$ cat config.mk
export PLATFORM = sky130hd
export DESIGN_NAME = cache_mem_arbiter_flat
export DESIGN_NICKNAME = d
export VERILOG_FILES = /design/src/rtl/cache_bus_pkg.sv /design/src/rtl/cache_mem_arbiter_if.sv /design/src/rtl/rr_arb2.sv /design/src/rtl/cache_mem_arbiter.sv /design/src/flat_wrapper.sv
export SDC_FILE = /design/constraint.sdc
export NUM_CORES = 1
export LEC_CHECK = 0
export BUFFER_PORTS_ARGS = -buffer_cell sky130_fd_sc_hd__buf_2
export CAP_MARGIN = 40
export CORE_MARGIN = 8
export CORE_UTILIZATION = 38
export DETAILED_ROUTE_END_ITERATION = 12
export PLACE_DENSITY = 0.77
export RECOVER_POWER = 100
export SLEW_MARGIN = 15
export SYNTH_ARGS = -nofsm -noshare
export SYNTH_HDL_FRONTEND = slang
export SYNTH_SLANG_ARGS = --single-unit
$ cat constraint.sdc
create_clock -name clk -period 1.5 [get_ports clk]
set_input_delay 0 -clock clk [delete_from_list [all_inputs] [get_ports clk]]
set_output_delay 0 -clock clk [all_outputs]
set_load 0.02 [all_outputs]
$ cat src/rtl/cache_bus_pkg.sv
// Shared encodings for the cache-to-memory arbiter: FSM states, grant IDs, fixed refill attributes.
package cache_bus_pkg;

  typedef enum logic [1:0] {
    ST_IDLE   = 2'd0,
    ST_BUSY_I = 2'd1,
    ST_BUSY_D = 2'd2
  } state_t;

  localparam logic       GNT_I     = 1'b0;
  localparam logic       GNT_D     = 1'b1;
  localparam logic [1:0] SIZE_WORD = 2'b10;
  localparam logic [3:0] WEN_ALL   = 4'hF;

endpackage

$ cat src/rtl/cache_mem_arbiter_if.sv
// Cache-side and memory-side bus of the arbiter; master is the arbiter's view, slave is the
// view of whoever sits around it (caches plus bus bridge).
interface cache_mem_arbiter_if #(parameter int A_WIDTH = 32);
  logic [A_WIDTH-1:0] i_a;
  logic               i_strobe;
  logic [31:0]        i_din;
  logic               i_ready;

  logic [A_WIDTH-1:0] d_a;
  logic [31:0]        d_dout;
  logic [3:0]         d_wen;
  logic [1:0]         d_size;
  logic               d_rw;
  logic               d_strobe;
  logic [31:0]        d_din;
  logic               d_ready;

  logic [A_WIDTH-1:0] m_a;
  logic [31:0]        m_din;
  logic [3:0]         m_wen;
  logic [1:0]         m_size;
  logic               m_rw;
  logic               m_strobe;
  logic [31:0]        m_dout;
  logic               m_ready;

  logic               bus_err;

  modport master (
    input  i_a, i_strobe, d_a, d_dout, d_wen, d_size, d_rw, d_strobe, m_dout, m_ready,
    output i_din, i_ready, d_din, d_ready, m_a, m_din, m_wen, m_size, m_rw, m_strobe, bus_err
  );

  modport slave (
    output i_a, i_strobe, d_a, d_dout, d_wen, d_size, d_rw, d_strobe, m_dout, m_ready,
    input  i_din, i_ready, d_din, d_ready, m_a, m_din, m_wen, m_size, m_rw, m_strobe, bus_err
  );
endinterface

$ cat src/rtl/rr_arb2.sv
// Two-way round-robin picker, purely combinational: on contention the side that did not
// win last time gets the grant.
module rr_arb2 (
  input  logic [1:0] req,
  input  logic       last,
  output logic [1:0] gnt
);

  always_comb begin
    gnt = '0;
    if (&req) gnt[~last] = 1'b1;
    else      gnt = req;
  end

endmodule

$ cat src/rtl/cache_mem_arbiter.sv
// Arbitrates the single memory port between I-cache refills and D-cache accesses, holding the
// granted request on m_* until m_ready or watchdog expiry.
module cache_mem_arbiter
  import cache_bus_pkg::*;
#(
  parameter int A_WIDTH   = 32,
  parameter int TO_CYCLES = 255,
  parameter int TO_W      = 8
) (
  input  logic             clk,
  input  logic             clrn,
  cache_mem_arbiter_if.master bus
);

  localparam logic [TO_W-1:0] WD_LAST = TO_W'(TO_CYCLES == 0 ? 0 : TO_CYCLES - 1);

  state_t             state, state_nx;
  logic               last_grant;
  logic [1:0]         req, gnt;
  logic [TO_W-1:0]    wd_cnt;
  logic               busy, timeout, done;

  logic [A_WIDTH-1:0] m_a_q;
  logic [31:0]        m_din_q;
  logic [3:0]         m_wen_q;
  logic [1:0]         m_size_q;
  logic               m_rw_q, m_strobe_q, bus_err_q;

  assign req = {bus.d_strobe, bus.i_strobe};

  rr_arb2 u_arb (
    .req  (req),
    .last (last_grant),
    .gnt  (gnt)
  );

  assign busy = (state != ST_IDLE);
  // Expiry fires in the cycle the count would reach TO_CYCLES; a same-cycle m_ready wins.
  assign timeout = (TO_CYCLES != 0) && busy && !bus.m_ready && (wd_cnt == WD_LAST);
  assign done    = busy && (bus.m_ready || timeout);

  always_ff @(posedge clk or negedge clrn) begin
    if (!clrn) state <= ST_IDLE;
    else       state <= state_nx;
  end

  always_comb begin
    state_nx = state;
    case (state)
      ST_IDLE: begin
        if (gnt[GNT_I])      state_nx = ST_BUSY_I;
        else if (gnt[GNT_D]) state_nx = ST_BUSY_D;
      end
      ST_BUSY_I, ST_BUSY_D: begin
        if (done) state_nx = ST_IDLE;
      end
      default: state_nx = ST_IDLE;
    endcase
  end

  always_comb begin
    bus.i_ready = 1'b0;
    bus.i_din   = '0;
    bus.d_ready = 1'b0;
    bus.d_din   = '0;
    if (state == ST_BUSY_I && done) begin
      bus.i_ready = 1'b1;
      bus.i_din   = bus.m_ready ? bus.m_dout : 32'h0;
    end
    if (state == ST_BUSY_D && done) begin
      bus.d_ready = 1'b1;
      bus.d_din   = bus.m_ready ? bus.m_dout : 32'h0;
    end
  end

  always_ff @(posedge clk or negedge clrn) begin
    if (!clrn) begin
      m_a_q      <= '0;
      m_din_q    <= '0;
      m_wen_q    <= '0;
      m_size_q   <= '0;
      m_rw_q     <= 1'b0;
      m_strobe_q <= 1'b0;
      last_grant <= GNT_D;
      wd_cnt     <= '0;
      bus_err_q  <= 1'b0;
    end else begin
      bus_err_q <= timeout;
      if (state == ST_IDLE) begin
        if (gnt[GNT_I]) begin
          m_a_q      <= bus.i_a;
          m_din_q    <= '0;
          m_wen_q    <= WEN_ALL;
          m_size_q   <= SIZE_WORD;
          m_rw_q     <= 1'b0;
          m_strobe_q <= 1'b1;
          last_grant <= GNT_I;
          wd_cnt     <= '0;
        end else if (gnt[GNT_D]) begin
          m_a_q      <= bus.d_a;
          m_din_q    <= bus.d_dout;
          m_wen_q    <= bus.d_wen;
          m_size_q   <= bus.d_size;
          m_rw_q     <= bus.d_rw;
          m_strobe_q <= 1'b1;
          last_grant <= GNT_D;
          wd_cnt     <= '0;
        end
      end else begin
        if (done) m_strobe_q <= 1'b0;
        if (!bus.m_ready) wd_cnt <= wd_cnt + TO_W'(1);
      end
    end
  end

  assign bus.m_a      = m_a_q;
  assign bus.m_din    = m_din_q;
  assign bus.m_wen    = m_wen_q;
  assign bus.m_size   = m_size_q;
  assign bus.m_rw     = m_rw_q;
  assign bus.m_strobe = m_strobe_q;
  assign bus.bus_err  = bus_err_q;

endmodule

$ cat src/flat_wrapper.sv
// flat-port wrapper written by rule: the top's interface ports become plain ports
module cache_mem_arbiter_flat import cache_bus_pkg::*;
#(
  parameter int A_WIDTH   = 32,
  parameter int TO_CYCLES = 255,
  parameter int TO_W      = 8
)
  (clk, clrn, bus_i_a, bus_i_strobe, bus_d_a, bus_d_dout, bus_d_wen, bus_d_size, bus_d_rw, bus_d_strobe, bus_m_dout, bus_m_ready, bus_i_din, bus_i_ready, bus_d_din, bus_d_ready, bus_m_a, bus_m_din, bus_m_wen, bus_m_size, bus_m_rw, bus_m_strobe, bus_bus_err);
  cache_mem_arbiter_if #(.A_WIDTH(A_WIDTH)) bus_i ();
  input  logic clk;
  input  logic clrn;
  input wire logic [$bits(bus_i.i_a)-1:0] bus_i_a;
  input wire logic [$bits(bus_i.i_strobe)-1:0] bus_i_strobe;
  input wire logic [$bits(bus_i.d_a)-1:0] bus_d_a;
  input wire logic [$bits(bus_i.d_dout)-1:0] bus_d_dout;
  input wire logic [$bits(bus_i.d_wen)-1:0] bus_d_wen;
  input wire logic [$bits(bus_i.d_size)-1:0] bus_d_size;
  input wire logic [$bits(bus_i.d_rw)-1:0] bus_d_rw;
  input wire logic [$bits(bus_i.d_strobe)-1:0] bus_d_strobe;
  input wire logic [$bits(bus_i.m_dout)-1:0] bus_m_dout;
  input wire logic [$bits(bus_i.m_ready)-1:0] bus_m_ready;
  output wire logic [$bits(bus_i.i_din)-1:0] bus_i_din;
  output wire logic [$bits(bus_i.i_ready)-1:0] bus_i_ready;
  output wire logic [$bits(bus_i.d_din)-1:0] bus_d_din;
  output wire logic [$bits(bus_i.d_ready)-1:0] bus_d_ready;
  output wire logic [$bits(bus_i.m_a)-1:0] bus_m_a;
  output wire logic [$bits(bus_i.m_din)-1:0] bus_m_din;
  output wire logic [$bits(bus_i.m_wen)-1:0] bus_m_wen;
  output wire logic [$bits(bus_i.m_size)-1:0] bus_m_size;
  output wire logic [$bits(bus_i.m_rw)-1:0] bus_m_rw;
  output wire logic [$bits(bus_i.m_strobe)-1:0] bus_m_strobe;
  output wire logic [$bits(bus_i.bus_err)-1:0] bus_bus_err;
  assign bus_i.i_a = bus_i_a;
  assign bus_i.i_strobe = bus_i_strobe;
  assign bus_i.d_a = bus_d_a;
  assign bus_i.d_dout = bus_d_dout;
  assign bus_i.d_wen = bus_d_wen;
  assign bus_i.d_size = bus_d_size;
  assign bus_i.d_rw = bus_d_rw;
  assign bus_i.d_strobe = bus_d_strobe;
  assign bus_i.m_dout = bus_m_dout;
  assign bus_i.m_ready = bus_m_ready;
  assign bus_i_din = bus_i.i_din;
  assign bus_i_ready = bus_i.i_ready;
  assign bus_d_din = bus_i.d_din;
  assign bus_d_ready = bus_i.d_ready;
  assign bus_m_a = bus_i.m_a;
  assign bus_m_din = bus_i.m_din;
  assign bus_m_wen = bus_i.m_wen;
  assign bus_m_size = bus_i.m_size;
  assign bus_m_rw = bus_i.m_rw;
  assign bus_m_strobe = bus_i.m_strobe;
  assign bus_bus_err = bus_i.bus_err;
  cache_mem_arbiter #(.A_WIDTH(A_WIDTH), .TO_CYCLES(TO_CYCLES), .TO_W(TO_W)) u_core (.clk(clk), .clrn(clrn), .bus(bus_i));
endmodule
Yosys cells after proc, flatten, opt, wreduce, memory -nomap -nowiden. Cells that the tools add are included.

Register bits after elaboration: 84. Bits of input ports: 140. Output and inout port bits: 139. Word-level logic and storage cells: 69.

$add $sub $neg: 1. Order comparisons: 2. Equality and inequality tests: 6. Muxes and demuxes: 31. Bitwise gates (word level): 1. Reduce and logical (&&, ||, !) cells: 18.

Operators by type and width (count): two-way mux 32 bit (7); two-way mux 8 bit (4); two-way mux 2 bit (6); two-way mux 1 bit (10); AND reduction 2 bit (5); adder 8 x 1 -> 8 bit, second input constant (1); equality test 8 bit, second input constant (1); two-way mux 4 bit (2); logical AND 1 bit (6); nonzero test 2 bit (3); inequality test 2 x 1 -> 1 bit, second input constant (2); case mux 2 bit (2 select lines) (1); inequality test 3 x 1 -> 1 bit, second input constant (1); equality test 2 x 1 -> 1 bit, second input constant (1); equality test 2 bit, second input constant (1); logical NOT 2 bit (1); less-than comparator 1 x 2 -> 1 bit, second input constant (1); OR reduction 2 bit (1); demux 1 bit (select 1 bit) (1); >= comparator 1 bit, second input constant (1); logical NOT 1 bit (1); logical OR 1 bit (1); NOT 1 bit (1).

Longest topological paths before layout. Gate-level depths: netlist (run 1).

Word-level depth: 9. Depth in mapped cells: 8. Mapped depth without buffers: 5.

By module. A second synthesis (run 1) with hierarchy kept.

Cell total of the unflattened synthesis: 455. Area total of the unflattened synthesis: 4239.1 µm².

By module, submodules not included: cache_mem_arbiter (times used 1, cells an instance 452, area an instance 4220.3 µm², seq. area each 2103.3 µm²); rr_arb2 (times used 1, cells an instance 3, area an instance 18.8 µm², seq. area each 0.0 µm²).

Worst setup path after synthesis (run 1). Ideal clock, no wire load.

Path type: register to register. From: register u_core.state[0]. To: register u_core.wd_cnt[6]. Library setup time: 0.129 ns. Arrival: 1.378 ns. Data required time: 1.371 ns. Path slack: -0.007 ns. Stages on the path, launching flop included: 7. Buffers on the path: 1. Period minus slack after synthesis: 1.507 ns. Cells stage by stage: dfrtp_1 -> inv_1 -> ha_1 -> buf_2 -> or3b_1 -> o211ai_1 -> o31ai_1.

Word-level cells in the longest chain between the ends: 3. Elaborated cells on any way between the ends: 5. Classes of those cells: eq/ne: 2; mux: 1; reduce/logical: 2.

RTL lines: start: declaration (RTL line cache_mem_arbiter.sv:17) `state_t state, state_nx;`; start signal: assignment (RTL line cache_mem_arbiter.sv:44) `else state <= state_nx;`; logical NOT 2 bit (*) (RTL line cache_mem_arbiter.sv:89) `if (state == ST_IDLE) begin`; inequality test 3 x 1 -> 1 bit (no line) / inequality test 2 x 1 -> 1 bit (equally long branches); AND reduction 2 bit (no line); end signal: assignment (RTL line cache_mem_arbiter.sv:111) `if (!bus.m_ready) wd_cnt <= wd_cnt + TO_W'(1);`; end: declaration (RTL line cache_mem_arbiter.sv:20) `logic [TO_W-1:0] wd_cnt;`.

Every way passes the cells marked *; elsewhere a longest branch is shown, timed or not. A chain may end at the register's enable or synchronous reset.

Worst setup path after layout (run 1).
From: register u_core.state[0]. To: output port bus_d_din[17].

Word-level cells in the longest chain between the ends: 7. Elaborated cells on any way between the ends: 8. Classes of those cells: eq/ne: 1; mux: 1; reduce/logical: 6.

RTL lines: nonzero test 2 bit (RTL line cache_mem_arbiter.sv:37) `assign busy = (state != ST_IDLE);`; logical AND 1 bit (2 in a row) (RTL line cache_mem_arbiter.sv:39) `assign timeout = (TO_CYCLES != 0) && busy && !bus.m_ready && (wd_cnt == WD_LAST);`; logical OR 1 bit (RTL line cache_mem_arbiter.sv:40) `assign done = busy && (bus.m_ready || timeout);`; logical AND 1 bit (RTL line cache_mem_arbiter.sv:40); logical AND 1 bit (*) (RTL line cache_mem_arbiter.sv:70) `if (state == ST_BUSY_D && done) begin`; two-way mux 32 bit (*) (RTL line cache_mem_arbiter.sv:70); end: declaration (RTL line flat_wrapper.sv:24) `output wire logic [$bits(bus_i.d_din)-1:0] bus_d_din;`.

Marked as above.

==> results of run 1 <==
-- area by class of cell --
type	instances	area (µm²)
Tap cell	140	175
Clock inverter	7	110
Inverter	5	18.8
Timing Repair Buffer	443	3560
Sequential cell	84	2100
Multi-Input combinational cell	287	2120
Fill cell	696	2520
Antenna cell	1	2.50
Clock buffer	9	124
-- placed cells by master (no fill, tap or decap), drive strengths merged, types with 2 or more instances in the layout --
master / synthesis / layout
a21oi: 2 / 2
buf: 32 / 249
clkinv: 0 / 3
clkbuf: 13 / 95
dlygate4sd3: 0 / 107
o21ai: 35 / 35
nor3b: 2 / 2
nor2b: 2 / 2
mux2i: 3 / 3
nand4: 2 / 2
o22a: 6 / 6
nand3: 36 / 36
inv: 5 / 6
nor2: 34 / 34
a22o: 34 / 34
and3: 65 / 65
ha: 5 / 5
nand2b: 2 / 2
dfrtp: 83 / 83
a31oi: 32 / 32
a32o: 3 / 3
bufinv: 0 / 2
nand2: 9 / 9
-- registers in the layout (all words and copies together), names as in the netlist --
name                 flops
u_core.bus.bus_err       1
u_core.bus.m_a          32
u_core.bus.m_din        32
u_core.bus.m_rw          1
u_core.bus.m_size        2
u_core.bus.m_strobe      1
u_core.bus.m_wen         4
u_core.last_grant        1
u_core.state             2
u_core.wd_cnt            8
-- power by group through the flow --
stage / Sequential, µW / Combinational, µW / Clock [µW]
floorplan: 5090 / 2570 / 0
global placement: 3880 / 5930 / 0
detailed placement: 3920 / 6100 / 0
CTS: 3890 / 6980 / 1900
global route: 4100 / 8610 / 2000
finish: 4010 / 8220 / 1870
-- metrics by stage --
step | instance area, µm² | setup TNS (ps) | total power, µW | utilization, %
final | 8220 | -18670 | 14100 | 76.5
after floorplan | 4170 | -0.913 | 7670 | -
after global routing | 8220 | -24950 | 14700 | 76.5
after CTS | 7660 | -10740 | 12800 | 71.3
after detailed placement | 5790 | -1910 | 10000 | 53.9
after global placement | 5790 | -483 | 9800 | 53.9
-- logic make-up after synthesis --
| logic type | count (synthesis) | share of synthesized area [%] |
|---|---|---|
| adder cells (fa/ha/maj) | 5 | 1.50 |
| buffers and inverters | 50 | 6.43 |
| multiplexers | 3 | 0.721 |
| XOR/XNOR | 1 | 0.210 |
| AO/OA/AOI/OAI | 119 | 20.0 |
| AND/OR/NAND/NOR | 159 | 20.6 |
| flip-flops | 84 | 50.5 |
-- path summary, 6_finish.rpt --
path	start	end	slack, ps
min reg2reg	u_core.last_grant	u_core.last_grant	500
min in group asynchronous	clrn	u_core.bus.m_din[16]	330
max reg2reg	u_core.state[0]	u_core.wd_cnt[0]	-170
max	u_core.state[0]	bus_d_din[17]	-250
min	bus_m_ready	u_core.wd_cnt[0]	130
max in group asynchronous	clrn	u_core.bus.m_a[20]	280
-- routing by layer --
metal  vias up  routed length [µm]  track usage, %
met5         -                   0               0
met4         0                 840            9.84
met3        73                2050            8.16
met2       399               11400            43.9
met1      2656                8280            29.5
li1       2385                   -               -
-- repair_timing --
item | CTS | global route
setup buffers | 9 | 8
endpoints found under the hold margin | 113 | 0
resized for setup | 118 | 73
hold buffers | 107 | 0
pin swaps | 5 | 28
gates cloned | 4 | 14
setup endpoints to repair | 134 | 102
-- worst reg2reg max path, cell delays in order, from the launching register on --
cell and delay, ps:
sky130_fd_sc_hd__dfrtp_1 380, sky130_fd_sc_hd__inv_2 60, sky130_fd_sc_hd__ha_4 170, sky130_fd_sc_hd__buf_4 130, sky130_fd_sc_hd__buf_6 130, sky130_fd_sc_hd__buf_4 140, sky130_fd_sc_hd__buf_4 150, sky130_fd_sc_hd__or3_1 340
sky130_fd_sc_hd__o21ai_1 90
==> results_tabular.tex, run 1 <==
\begin{tabular}{lr}
\hline
Metric & Value \\
\hline
\multicolumn{2}{l}{\textbf{Routing}} \\
Number of vias per cell after detailed routing & 5.65 \\
Final wirelength & 22.6 mm \\
First-pass DRT Iterations & 5 \\
Average detailed-routed wire length per instance & 23.1 µm \\
DR vias & 5,513 \\
Antenna-violating nets left & 0 \\
Drt initial violations & 484 \\
Post-route DRC & 0 \\
\multicolumn{2}{l}{\textbf{Worst hold path}} \\
Worst hold-check path type & input port to flop \\
Number of instances on the worst hold path & 3 \\
\multicolumn{2}{l}{\textbf{Placed design}} \\
Post-Place Setup Slack & -95.3 ps \\
Post-detailed-placement half-perimeter wirelength & 11.4 mm \\
Placed cell count & 817 \\
Gp weighted congestion & 0.852 \\
Port Buffer Count & 278 \\
\multicolumn{2}{l}{\textbf{Clock network}} \\
Insertion delay to the later sink of the worst-skew pair & 350 ps \\
Max Root-Sink Buffers & 2 \\
Sink Count & 84 \\
Clock slew at the register clock pins of the worst setup and hold paths & 100 ps \\
Number of H-tree branching levels & 3 \\
Clock tree root driver cell & sky130\_fd\_sc\_hd\_\_clkbuf\_8 \\
Clock tree from TritonCTS & yes \\
Number of clock buffers inserted by TritonCTS & 9 \\
\multicolumn{2}{l}{\textbf{Timing}} \\
Number of hold violations in the final report & 0 \\
Normalized max-slew margin & 35.5\% \\
Final worst setup slack & -255 ps \\
Final setup violation count & 136 \\
Worst hold margin & 128 ps \\
Least-Margin Pin Slew & 968 ps \\
Maximum achievable frequency & 0.570 GHz \\
Clock tree skew after final layout & 15.5 ps \\
Final worst-path cycle share & 117\% \\
Setup repair after global routing missed its margin & true \\
Max Slew Vio Count & 0 \\
Final min period & 1750 ps \\
\multicolumn{2}{l}{\textbf{Power}} \\
Share of total power in combinational logic & 58.3\% \\
Pwr dens & 1710 mW/mm² \\
Worst VDD drop & 1.03 mV \\
Part of the total power dissipated in sequential elements & 28.4\% \\
Share of total power consumed by net switching & 44.4\% \\
Leakage & 0.00384 µW \\
Internal cell power & 7840 µW \\
Power share of the clock group & 13.3\% \\
P\_sw & 6260 µW \\
\multicolumn{2}{l}{\textbf{Setup path}} \\
Endpoint type of the worst setup path & output pin \\
Most common cell type on the critical path & sky130\_fd\_sc\_hd\_\_buf\_6 \\
Critical Path Source Type & flop \\
Highest cell delay on the worst timing path & 380 ps \\
Worst Path Arrival & 1750 ps \\
Worst EP required & 1500 ps \\
Number of buffers and inverters on the critical path & 4 \\
Cell family contributing the most delay on the critical path & buffers and inverters \\
Worst Path Max Fanout & 8 \\
Ordered list of cells on the worst path & inv\_2 -> ha\_4 -> nor2b\_4 -> buf\_6 -> buf\_6 -> and3\_4 -> buf\_6 \\
Max stage delay cell, worst path & sky130\_fd\_sc\_hd\_\_dfrtp\_1 \\
Reg2Reg Depth & 8 \\
Number of stages on the worst setup path & 7 \\
Worst Setup Path Type & flop to output pin \\
\multicolumn{2}{l}{\textbf{Synthesis}} \\
Avg Inst Size Synth & 9.89 µm² \\
Number of flip-flops and latches in the synthesized netlist & 84 \\
Nets in the synthesized netlist & 566 \\
Share of flip-flops with an asynchronous set or reset after synthesis & 100\% \\
Library cell with the largest summed area after synthesis & sky130\_fd\_sc\_hd\_\_dfrtp\_1 \\
Post-synthesis cell count & 421 \\
Synth top cells by count & sky130\_fd\_sc\_hd\_\_dfrtp\_1 (83), sky130\_fd\_sc\_hd\_\_and3\_1 (65), sky130\_fd\_sc\_hd\_\_nand3\_1 (36), sky130\_fd\_sc\_hd\_\_a22o\_1 (34), sky130\_fd\_sc\_hd\_\_nor2\_1 (34) \\
Most common cell in the netlist & sky130\_fd\_sc\_hd\_\_dfrtp\_1 \\
Cell types with the largest area share after synthesis & sky130\_fd\_sc\_hd\_\_dfrtp\_1 (50\%), sky130\_fd\_sc\_hd\_\_and3\_1 (9.8\%), sky130\_fd\_sc\_hd\_\_a22o\_1 (7.2\%) \\
Post-synthesis cell area & 0.00416 mm² \\
Number of warnings reported in the yosys synthesis log & 0 \\
Top-area cell type share of the netlist area & 49.9\% \\
Main flop type after synthesis & sky130\_fd\_sc\_hd\_\_dfrtp\_1 \\
Number of flops mapped to enable cells by yosys & 0 \\
Distinct cell type count after synthesis & 41 \\
Sequential-to-total area share from yosys stat & 50.5\% \\
\multicolumn{2}{l}{\textbf{Run status}} \\
Failing checks & setup timing \\
Status & complete, but fails checks \\
\multicolumn{2}{l}{\textbf{Global route}} \\
Vias in the first global route & 5,471 \\
GRT Overall Usage & 25.7\% \\
Largest net degree at the start of global routing & 45 \\
Total overflow reported by the global router & 0 \\
Global-route wire length before repair & 30.1 mm \\
Number of antenna violations at the first check in global routing & 1 \\
\multicolumn{2}{l}{\textbf{Final layout}} \\
Area growth syn-to-layout & 97.5\% \\
Number of nets in the layout & 975 \\
Final non-filler cell total & 976 \\
Share of layout cells above drive strength 1 & 41.3\% \\
\multicolumn{2}{l}{\textbf{Floorplanning}} \\
Horizontal die dimension & 121 µm \\
Initial Util & 38.7\% \\
Num rows & 38 \\
Floorplan die area & 0.0146 mm² \\
Number of top-level pins & 279 \\
Die height & 121 µm \\
Core box area & 0.0107 mm² \\
\multicolumn{2}{l}{\textbf{Job}} \\
\# Max-Cap Violations & 0 \\
\hline
\end{tabular}
Note: power is estimated with default switching activity, not from simulation.
==> run 2: changes to the inputs <==
--- a/config.mk
+++ b/config.mk
@@ -16,3 +16,4 @@
 export SYNTH_ARGS = -nofsm -noshare
 export SYNTH_HDL_FRONTEND = slang
 export SYNTH_SLANG_ARGS = --single-unit
+export TNS_END_PERCENT = 50
==> run 2 against run 1 <==
Compared with the run above: the run still ends with setup timing left; critical path type unchanged; cell count decreased by 1.8%; combinational power shrank 12%; critical endpoint is now bus_d_din[20]; sequential share of layout area rose by 1.1 points; wire length decreased by 6.8%; flip-flop and latch count is the same; clock skew up 2.2 ps.
==> results_tabular.tex, run 2 (synthesis gave the netlist of run 1 again) <==
\begin{tabular}{lr}
\hline
Metric & Value \\
\hline
\multicolumn{2}{l}{\textbf{Routing}} \\
Antenna-violating nets left & 0 (unchanged) \\
Drt initial violations & 458 (was 484) \\
Average detailed-routed wire length per instance & 22.0 µm (was 23.1 µm) \\
Post-route DRC & 0 (unchanged) \\
First-pass DRT Iterations & 5 (unchanged) \\
DR vias & 5,325 (was 5,513) \\
Number of vias per cell after detailed routing & 5.56 (was 5.65) \\
Final wirelength & 21.0 mm (was 22.6 mm) \\
\multicolumn{2}{l}{\textbf{Timing}} \\
Final setup violation count & 70 (was 136) \\
Max Slew Vio Count & 0 (unchanged) \\
Maximum achievable frequency & 0.567 GHz (was 0.570 GHz) \\
Normalized max-slew margin & 38.7\% (was 35.5\%) \\
Clock tree skew after final layout & 17.6 ps (was 15.5 ps) \\
Total Negative Setup Slacks & -14,520 ps (was -18,670 ps) \\
Final min period & 1760 ps (was 1750 ps) \\
Final worst setup slack & -265 ps (was -255 ps) \\
Least-Margin Pin Slew & 919 ps (was 968 ps) \\
Setup repair after global routing missed its margin & true (unchanged) \\
Final worst-path cycle share & 118\% (was 117\%) \\
Number of hold violations in the final report & 0 (unchanged) \\
\multicolumn{2}{l}{\textbf{Clock network}} \\
Max Root-Sink Buffers & 2 (unchanged) \\
Insertion delay to the later sink of the worst-skew pair & 350 ps (about the same) \\
Clock tree from TritonCTS & yes (unchanged) \\
Number of clock buffers inserted by TritonCTS & 9 (unchanged) \\
Number of H-tree branching levels & 3 (unchanged) \\
Clock tree root driver cell & sky130\_fd\_sc\_hd\_\_clkbuf\_8 (unchanged) \\
Clock slew at the register clock pins of the worst setup and hold paths & 100 ps (about the same) \\
Sink Count & 84 (unchanged) \\
\multicolumn{2}{l}{\textbf{Power}} \\
Power share of the clock group & 14.2\% (was 13.3\%) \\
Part of the total power dissipated in sequential elements & 30.3\% (was 28.4\%) \\
Share of total power consumed by net switching & 44.9\% (was 44.4\%) \\
Leakage & 0.00368 µW (was 0.00384 µW) \\
Internal cell power & 7210 µW (was 7840 µW) \\
Pwr dens & 1660 mW/mm² (was 1710 mW/mm²) \\
P\_sw & 5880 µW (was 6260 µW) \\
Worst VDD drop & 1.02 mV (was 1.03 mV) \\
Share of total power in combinational logic & 55.4\% (was 58.3\%) \\
\multicolumn{2}{l}{\textbf{Setup path}} \\
Worst Setup Path Type & flop to output pin (unchanged) \\
Max stage delay cell, worst path & sky130\_fd\_sc\_hd\_\_dfrtp\_1 (unchanged) \\
Endpoint type of the worst setup path & output pin (unchanged) \\
Worst EP required & 1500 ps (about the same) \\
Worst Path Arrival & 1760 ps (was 1750 ps) \\
Number of buffers and inverters on the critical path & 4 (unchanged) \\
Ordered list of cells on the worst path & inv\_2 -> ha\_4 -> nor2b\_4 -> buf\_6 -> clkbuf\_16 -> and3\_4 -> buf\_6 (was inv\_2 -> ha\_4 -> nor2b\_4 -> buf\_6 -> buf\_6 -> and3\_4 -> buf\_6) \\
Source of the critical timing path & u\_core.state[0] (unchanged) \\
Critical Path Source Type & flop (unchanged) \\
Highest cell delay on the worst timing path & 390 ps (was 380 ps) \\
Number of stages on the worst setup path & 7 (unchanged) \\
Cell family contributing the most delay on the critical path & buffers and inverters (unchanged) \\
Reg2Reg Depth & 6 (was 8) \\
Most common cell type on the critical path & sky130\_fd\_sc\_hd\_\_buf\_6 (unchanged) \\
Startpoint of the lowest-slack register-to-register path & u\_core.state[0] (unchanged) \\
Worst Path Max Fanout & 8 (unchanged) \\
\multicolumn{2}{l}{\textbf{Run status}} \\
Failing checks & setup timing (unchanged) \\
Status & complete, but fails checks (unchanged) \\
\multicolumn{2}{l}{\textbf{Floorplanning}} \\
Num rows & 38 (unchanged) \\
Floorplan die area & 0.0146 mm² (unchanged) \\
Initial Util & 38.7\% (unchanged) \\
Number of top-level pins & 279 (unchanged) \\
Die height & 121 µm (unchanged) \\
Core box area & 0.0107 mm² (unchanged) \\
Horizontal die dimension & 121 µm (unchanged) \\
\multicolumn{2}{l}{\textbf{Final layout}} \\
Most common library cell in the layout ignoring fill and taps & sky130\_fd\_sc\_hd\_\_buf\_2 (unchanged) \\
Final Util & 73.3\% (was 76.5\%) \\
Non-Filler Cell Area, Final & 0.00788 mm² (was 0.00822 mm²) \\
Share of layout cells above drive strength 1 & 38.7\% (was 41.3\%) \\
Area growth syn-to-layout & 89.3\% (was 97.5\%) \\
Number of nets in the layout & 957 (was 975) \\
Leading cell types in the layout, fill and taps excluded & sky130\_fd\_sc\_hd\_\_buf\_2 (138), sky130\_fd\_sc\_hd\_\_dlygate4sd3\_1 (107), sky130\_fd\_sc\_hd\_\_dfrtp\_1 (83) (unchanged) \\
\multicolumn{2}{l}{\textbf{Global route}} \\
GRT Overall Usage & 25.7\% (unchanged) \\
Number of antenna violations at the first check in global routing & 1 (unchanged) \\
Total overflow reported by the global router & 0 (unchanged) \\
Global-route wire length before repair & 30.1 mm (about the same) \\
Largest net degree at the start of global routing & 45 (unchanged) \\
Vias in the first global route & 5,473 (was 5,471) \\
\multicolumn{2}{l}{\textbf{Placed design}} \\
Post-Place Setup Slack & -95.3 ps (unchanged) \\
Port Buffer Count & 278 (unchanged) \\
Post-detailed-placement half-perimeter wirelength & 11.4 mm (unchanged) \\
Gp weighted congestion & 0.852 (unchanged) \\
Post-placement cell area & 0.00579 mm² (unchanged) \\
\multicolumn{2}{l}{\textbf{Job}} \\
\# Max-Cap Violations & 0 (unchanged) \\
\multicolumn{2}{l}{\textbf{Worst hold path}} \\
Worst hold-check path type & input port to flop (unchanged) \\
Number of instances on the worst hold path & 3 (unchanged) \\
Min-delay src & bus\_m\_ready (unchanged) \\
\hline
\end{tabular}
[run 2: cell types whose count changed in the layout (fill, tap and decap cells not counted), sizes merged]
cell,delta
clkbuf,-7
buf,-11
[run 2: worst reg2reg max path, stage by stage, from the launching register on]
cell and delay, ps:
sky130_fd_sc_hd__dfrtp_1 390, sky130_fd_sc_hd__inv_2 70, sky130_fd_sc_hd__ha_4 170, sky130_fd_sc_hd__buf_4 170, sky130_fd_sc_hd__or3b_4 410, sky130_fd_sc_hd__o211ai_1 210
sky130_fd_sc_hd__o31ai_1 130
[run 2: final cells by class]
type / instances / area [µm²]
timing repair buffer: 425 / 3260
fill: 729 / 2870
sequential: 84 / 2100
multi-input combinational: 287 / 2080
tap: 140 / 175
clock buffer: 9 / 124
clock inverter: 7 / 110
inverter: 5 / 18.8
antenna: 1 / 2.50
[run 2: stage by stage]
stage	hold slack, ps	power (µW)	cells
after floorplan	-296	7670	421
after global placement	-11.7	9800	817
after detailed placement	-0.206	10000	817
after CTS	29.7	12800	953
after global routing	124	13700	958
final	108	13100	958
[run 2: path summary, 6_finish.rpt]
check	endpoint	slack, ps
setup / recovery	bus_d_din[20]	-260
hold / removal	u_core.wd_cnt[0]	110
setup reg to reg	u_core.wd_cnt[6]	-150
hold reg to reg	u_core.last_grant	490
max in group asynchronous	u_core.bus.m_a[20]	320
min in group asynchronous	u_core.bus.m_din[16]	310
[run 2: repair_timing]
| action | 4_1_cts | 5_1_grt |
|---|---|---|
| buffers inserted | 9 | 0 |
| setup endpoints to repair | 134 | 102 |
| gates cloned | 4 | 4 |
| gates resized for setup | 118 | 54 |
| endpoints found under the hold margin | 113 | 0 |
| pin swaps | 3 | 19 |
| hold buffers | 107 | 0 |
[run 2: power by group through the flow]
stage	clock (µW)	sequential (µW)	combinational (µW)
5_1_grt	1990	4080	7670
3_3_place_gp	0	3880	5930
2_1_floorplan	0	5090	2570
3_5_place_dp	0	3920	6100
6_report	1860	3970	7260
4_1_cts	1900	3890	6980
[run 2: layer usage]
layer | part of all wire (%) | track usage (%) | vias to the layer above
li1 | - | - | 2340
met1 | 37 | 29.5 | 2570
met2 | 50 | 44.0 | 349
met3 | 9.0 | 8.16 | 66
met4 | 3.8 | 9.84 | 0
met5 | 0 | 0 | -
==> run 3: changes to the inputs <==
--- a/config.mk
+++ b/config.mk
@@ -11,7 +11,6 @@
 export CORE_UTILIZATION = 38
 export DETAILED_ROUTE_END_ITERATION = 12
 export PLACE_DENSITY = 0.77
-export RECOVER_POWER = 100
 export SLEW_MARGIN = 15
 export SYNTH_ARGS = -nofsm -noshare
 export SYNTH_HDL_FRONTEND = slang
==> run 3 against run 2 <==
Compared with the run above: the flow still finishes with violations (setup timing); final area increased by 1.4%; sequential power about the same; global-route usage unchanged; critical path depth unchanged; via count increased by 0.15%; sequential share of layout area decreased by 0.37 points.
==> results_tabular.tex, run 3 (synthesis gave the netlist of run 1 again) <==
\begin{tabular}{lr}
\hline
Metric & Value \\
\hline
\multicolumn{2}{l}{\textbf{Power}} \\
Part of the total power dissipated in sequential elements & 29.6\% (was 30.3\%) \\
Share of total power in combinational logic & 56.4\% (was 55.4\%) \\
Internal cell power & 7490 µW (was 7210 µW) \\
P\_sw & 5850 µW (was 5880 µW) \\
Leakage & 0.00392 µW (was 0.00368 µW) \\
Total power after layout & 13,300 µW (was 13,100 µW) \\
Share of total power consumed by net switching & 43.9\% (was 44.9\%) \\
Power share of the clock group & 14.0\% (was 14.2\%) \\
Pwr dens & 1670 mW/mm² (was 1660 mW/mm²) \\
Worst VDD drop & 1.10 mV (was 1.02 mV) \\
\multicolumn{2}{l}{\textbf{Setup path}} \\
Worst Path Max Fanout & 8 (unchanged) \\
Number of stages on the worst setup path & 7 (unchanged) \\
Number of buffers and inverters on the critical path & 4 (unchanged) \\
Worst EP required & 1500 ps (about the same) \\
Worst Setup Path Type & flop to output pin (unchanged) \\
Max stage delay cell, worst path & sky130\_fd\_sc\_hd\_\_dfrtp\_1 (unchanged) \\
Worst Path Arrival & 1760 ps (about the same) \\
Critical Path Source Type & flop (unchanged) \\
Endpoint type of the worst setup path & output pin (unchanged) \\
Ordered list of cells on the worst path & inv\_2 -> ha\_4 -> nor2b\_4 -> buf\_6 -> clkbuf\_16 -> and3\_4 -> buf\_6 (unchanged) \\
Startpoint of the lowest-slack register-to-register path & u\_core.state[0] (unchanged) \\
Reg2Reg Depth & 6 (unchanged) \\
Cell family contributing the most delay on the critical path & buffers and inverters (unchanged) \\
Most common cell type on the critical path & sky130\_fd\_sc\_hd\_\_buf\_6 (unchanged) \\
Highest cell delay on the worst timing path & 390 ps (about the same) \\
Terminus of the critical flop-to-flop path & u\_core.wd\_cnt[6] (unchanged) \\
Reg2reg setup slack & -130 ps (was -150 ps) \\
\multicolumn{2}{l}{\textbf{Worst hold path}} \\
Worst hold-check path type & input port to flop (unchanged) \\
Number of instances on the worst hold path & 3 (unchanged) \\
Min-delay src & bus\_m\_ready (unchanged) \\
Worst min-delay path endpoint & u\_core.wd\_cnt[0] (unchanged) \\
\multicolumn{2}{l}{\textbf{Global route}} \\
Total overflow reported by the global router & 0 (unchanged) \\
Largest net degree at the start of global routing & 45 (unchanged) \\
Global-route wire length before repair & 30.1 mm (unchanged) \\
GRT Overall Usage & 25.7\% (unchanged) \\
Vias in the first global route & 5,473 (unchanged) \\
Number of antenna violations at the first check in global routing & 1 (unchanged) \\
\multicolumn{2}{l}{\textbf{Timing}} \\
Least-Margin Pin Slew & 497 ps (was 919 ps) \\
Final min period & 1760 ps (about the same) \\
Final setup violation count & 71 (was 70) \\
Final worst setup slack & -262 ps (was -265 ps) \\
Total Negative Setup Slacks & -14,520 ps (about the same) \\
Final worst-path cycle share & 117\% (was 118\%) \\
Maximum achievable frequency & 0.567 GHz (about the same) \\
Number of hold violations in the final report & 0 (unchanged) \\
Setup repair after global routing missed its margin & true (unchanged) \\
Max Slew Vio Count & 0 (unchanged) \\
Normalized max-slew margin & 66.8\% (was 38.7\%) \\
Clock tree skew after final layout & 17.7 ps (was 17.6 ps) \\
\multicolumn{2}{l}{\textbf{Floorplanning}} \\
Number of top-level pins & 279 (unchanged) \\
Horizontal die dimension & 121 µm (unchanged) \\
Core box area & 0.0107 mm² (unchanged) \\
Num rows & 38 (unchanged) \\
Floorplan die area & 0.0146 mm² (unchanged) \\
Initial Util & 38.7\% (unchanged) \\
Die height & 121 µm (unchanged) \\
\multicolumn{2}{l}{\textbf{Routing}} \\
Antenna-violating nets left & 0 (unchanged) \\
Drt initial violations & 491 (was 458) \\
Final wirelength & 21.0 mm (about the same) \\
Average detailed-routed wire length per instance & 21.9 µm (was 22.0 µm) \\
First-pass DRT Iterations & 6 (was 5) \\
DR vias & 5,333 (was 5,325) \\
Number of vias per cell after detailed routing & 5.57 (was 5.56) \\
Post-route DRC & 0 (unchanged) \\
\multicolumn{2}{l}{\textbf{Final layout}} \\
Most common library cell in the layout ignoring fill and taps & sky130\_fd\_sc\_hd\_\_buf\_2 (unchanged) \\
Leading cell types in the layout, fill and taps excluded & sky130\_fd\_sc\_hd\_\_buf\_2 (211), sky130\_fd\_sc\_hd\_\_dlygate4sd3\_1 (107), sky130\_fd\_sc\_hd\_\_dfrtp\_1 (83) (was sky130\_fd\_sc\_hd\_\_buf\_2 (138), sky130\_fd\_sc\_hd\_\_dlygate4sd3\_1 (107), sky130\_fd\_sc\_hd\_\_dfrtp\_1 (83)) \\
Multi-input gate area & 0.00208 mm² (unchanged) \\
Fillers & 682 (was 729) \\
Share of layout cells above drive strength 1 & 47.9\% (was 38.7\%) \\
Final non-filler cell total & 958 (unchanged) \\
Number of nets in the layout & 957 (unchanged) \\
Final Util & 74.4\% (was 73.3\%) \\
Area growth syn-to-layout & 91.9\% (was 89.3\%) \\
Register cell area after layout & 0.00210 mm² (unchanged) \\
\multicolumn{2}{l}{\textbf{Clock network}} \\
Number of clock buffers inserted by TritonCTS & 9 (unchanged) \\
Clock tree root driver cell & sky130\_fd\_sc\_hd\_\_clkbuf\_8 (unchanged) \\
Insertion delay to the later sink of the worst-skew pair & 350 ps (about the same) \\
Clock tree from TritonCTS & yes (unchanged) \\
Max Root-Sink Buffers & 2 (unchanged) \\
Sink Count & 84 (unchanged) \\
Clock slew at the register clock pins of the worst setup and hold paths & 100 ps (about the same) \\
Number of H-tree branching levels & 3 (unchanged) \\
\multicolumn{2}{l}{\textbf{Run status}} \\
Failing checks & setup timing (unchanged) \\
Status & complete, but fails checks (unchanged) \\
\multicolumn{2}{l}{\textbf{Placed design}} \\
Placed cell count & 817 (unchanged) \\
Post-detailed-placement half-perimeter wirelength & 11.4 mm (unchanged) \\
Gp weighted congestion & 0.852 (unchanged) \\
Port Buffer Count & 278 (unchanged) \\
\multicolumn{2}{l}{\textbf{Job}} \\
\# Max-Cap Violations & 0 (unchanged) \\
\hline
\end{tabular}
run 3: what timing repair did:
action / CTS / global route
setup buffers: 9 / 0
endpoints found under the setup margin: 134 / 102
endpoints found under the hold margin: 113 / 0
pin swaps: 3 / 19
hold buffers: 107 / 0
resized for setup: 118 / 54
gates cloned: 4 / 4
run 3: final cells by class:
class	instances	area share, %
repair buffers	425	42.2
diodes	1	0.0313
inverters	5	0.235
well taps	140	2.19
clock inverters	7	1.38
flip-flops and latches	84	26.3
multi-input cells	287	26.1
clock buffers	9	1.55
run 3: tightest hold or removal path: stages:
cell                      delay (ps)
sky130_fd_sc_hd__buf_2           200
sky130_fd_sc_hd__or3_1           160
sky130_fd_sc_hd__o21ai_1          70
run 3: worst max-delay path by stage:
stage                         start            endpoint  slack (ps)
CTS                 u_core.state[0]       bus_d_din[23]        -180
detailed placement  u_core.state[1]   u_core.bus.m_a[0]        -100
global placement    u_core.state[0]  u_core.bus.m_a[11]         -30
floorplan           u_core.state[0]         bus_d_ready        -0.5
finish              u_core.state[0]       bus_d_din[20]        -260
global route        u_core.state[0]       bus_d_din[21]        -300
run 3: per-stage QoR:
stage | setup WS, ps | area, µm² | hold slack (ps)
2_1_floorplan | -0.457 | 4170 | -296
3_3_place_gp | -26.7 | 5790 | -11.7
3_5_place_dp | -95.3 | 5790 | -0.206
4_1_cts | -177 | 7660 | 29.7
5_1_grt | -301 | 7990 | 124
6_report | -262 | 7990 | 105
run 3: power groups by stage:
stage | clock [µW] | sequential [µW] | combinational, µW
floorplan | 0 | 5090 | 2570
global placement | 0 | 3880 | 5930
detailed placement | 0 | 3920 | 6100
CTS | 1900 | 3890 | 6980
global route | 1990 | 4050 | 7940
finish | 1870 | 3950 | 7520
run 3: metal layers:
layer | up-vias | global-route usage (%) | part of all wire, %
met5 | - | 0 | 0
met4 | 0 | 9.84 | 3.9
met3 | 75 | 8.16 | 9.0
met2 | 353 | 44.0 | 50
met1 | 2561 | 29.5 | 37
li1 | 2344 | - | -
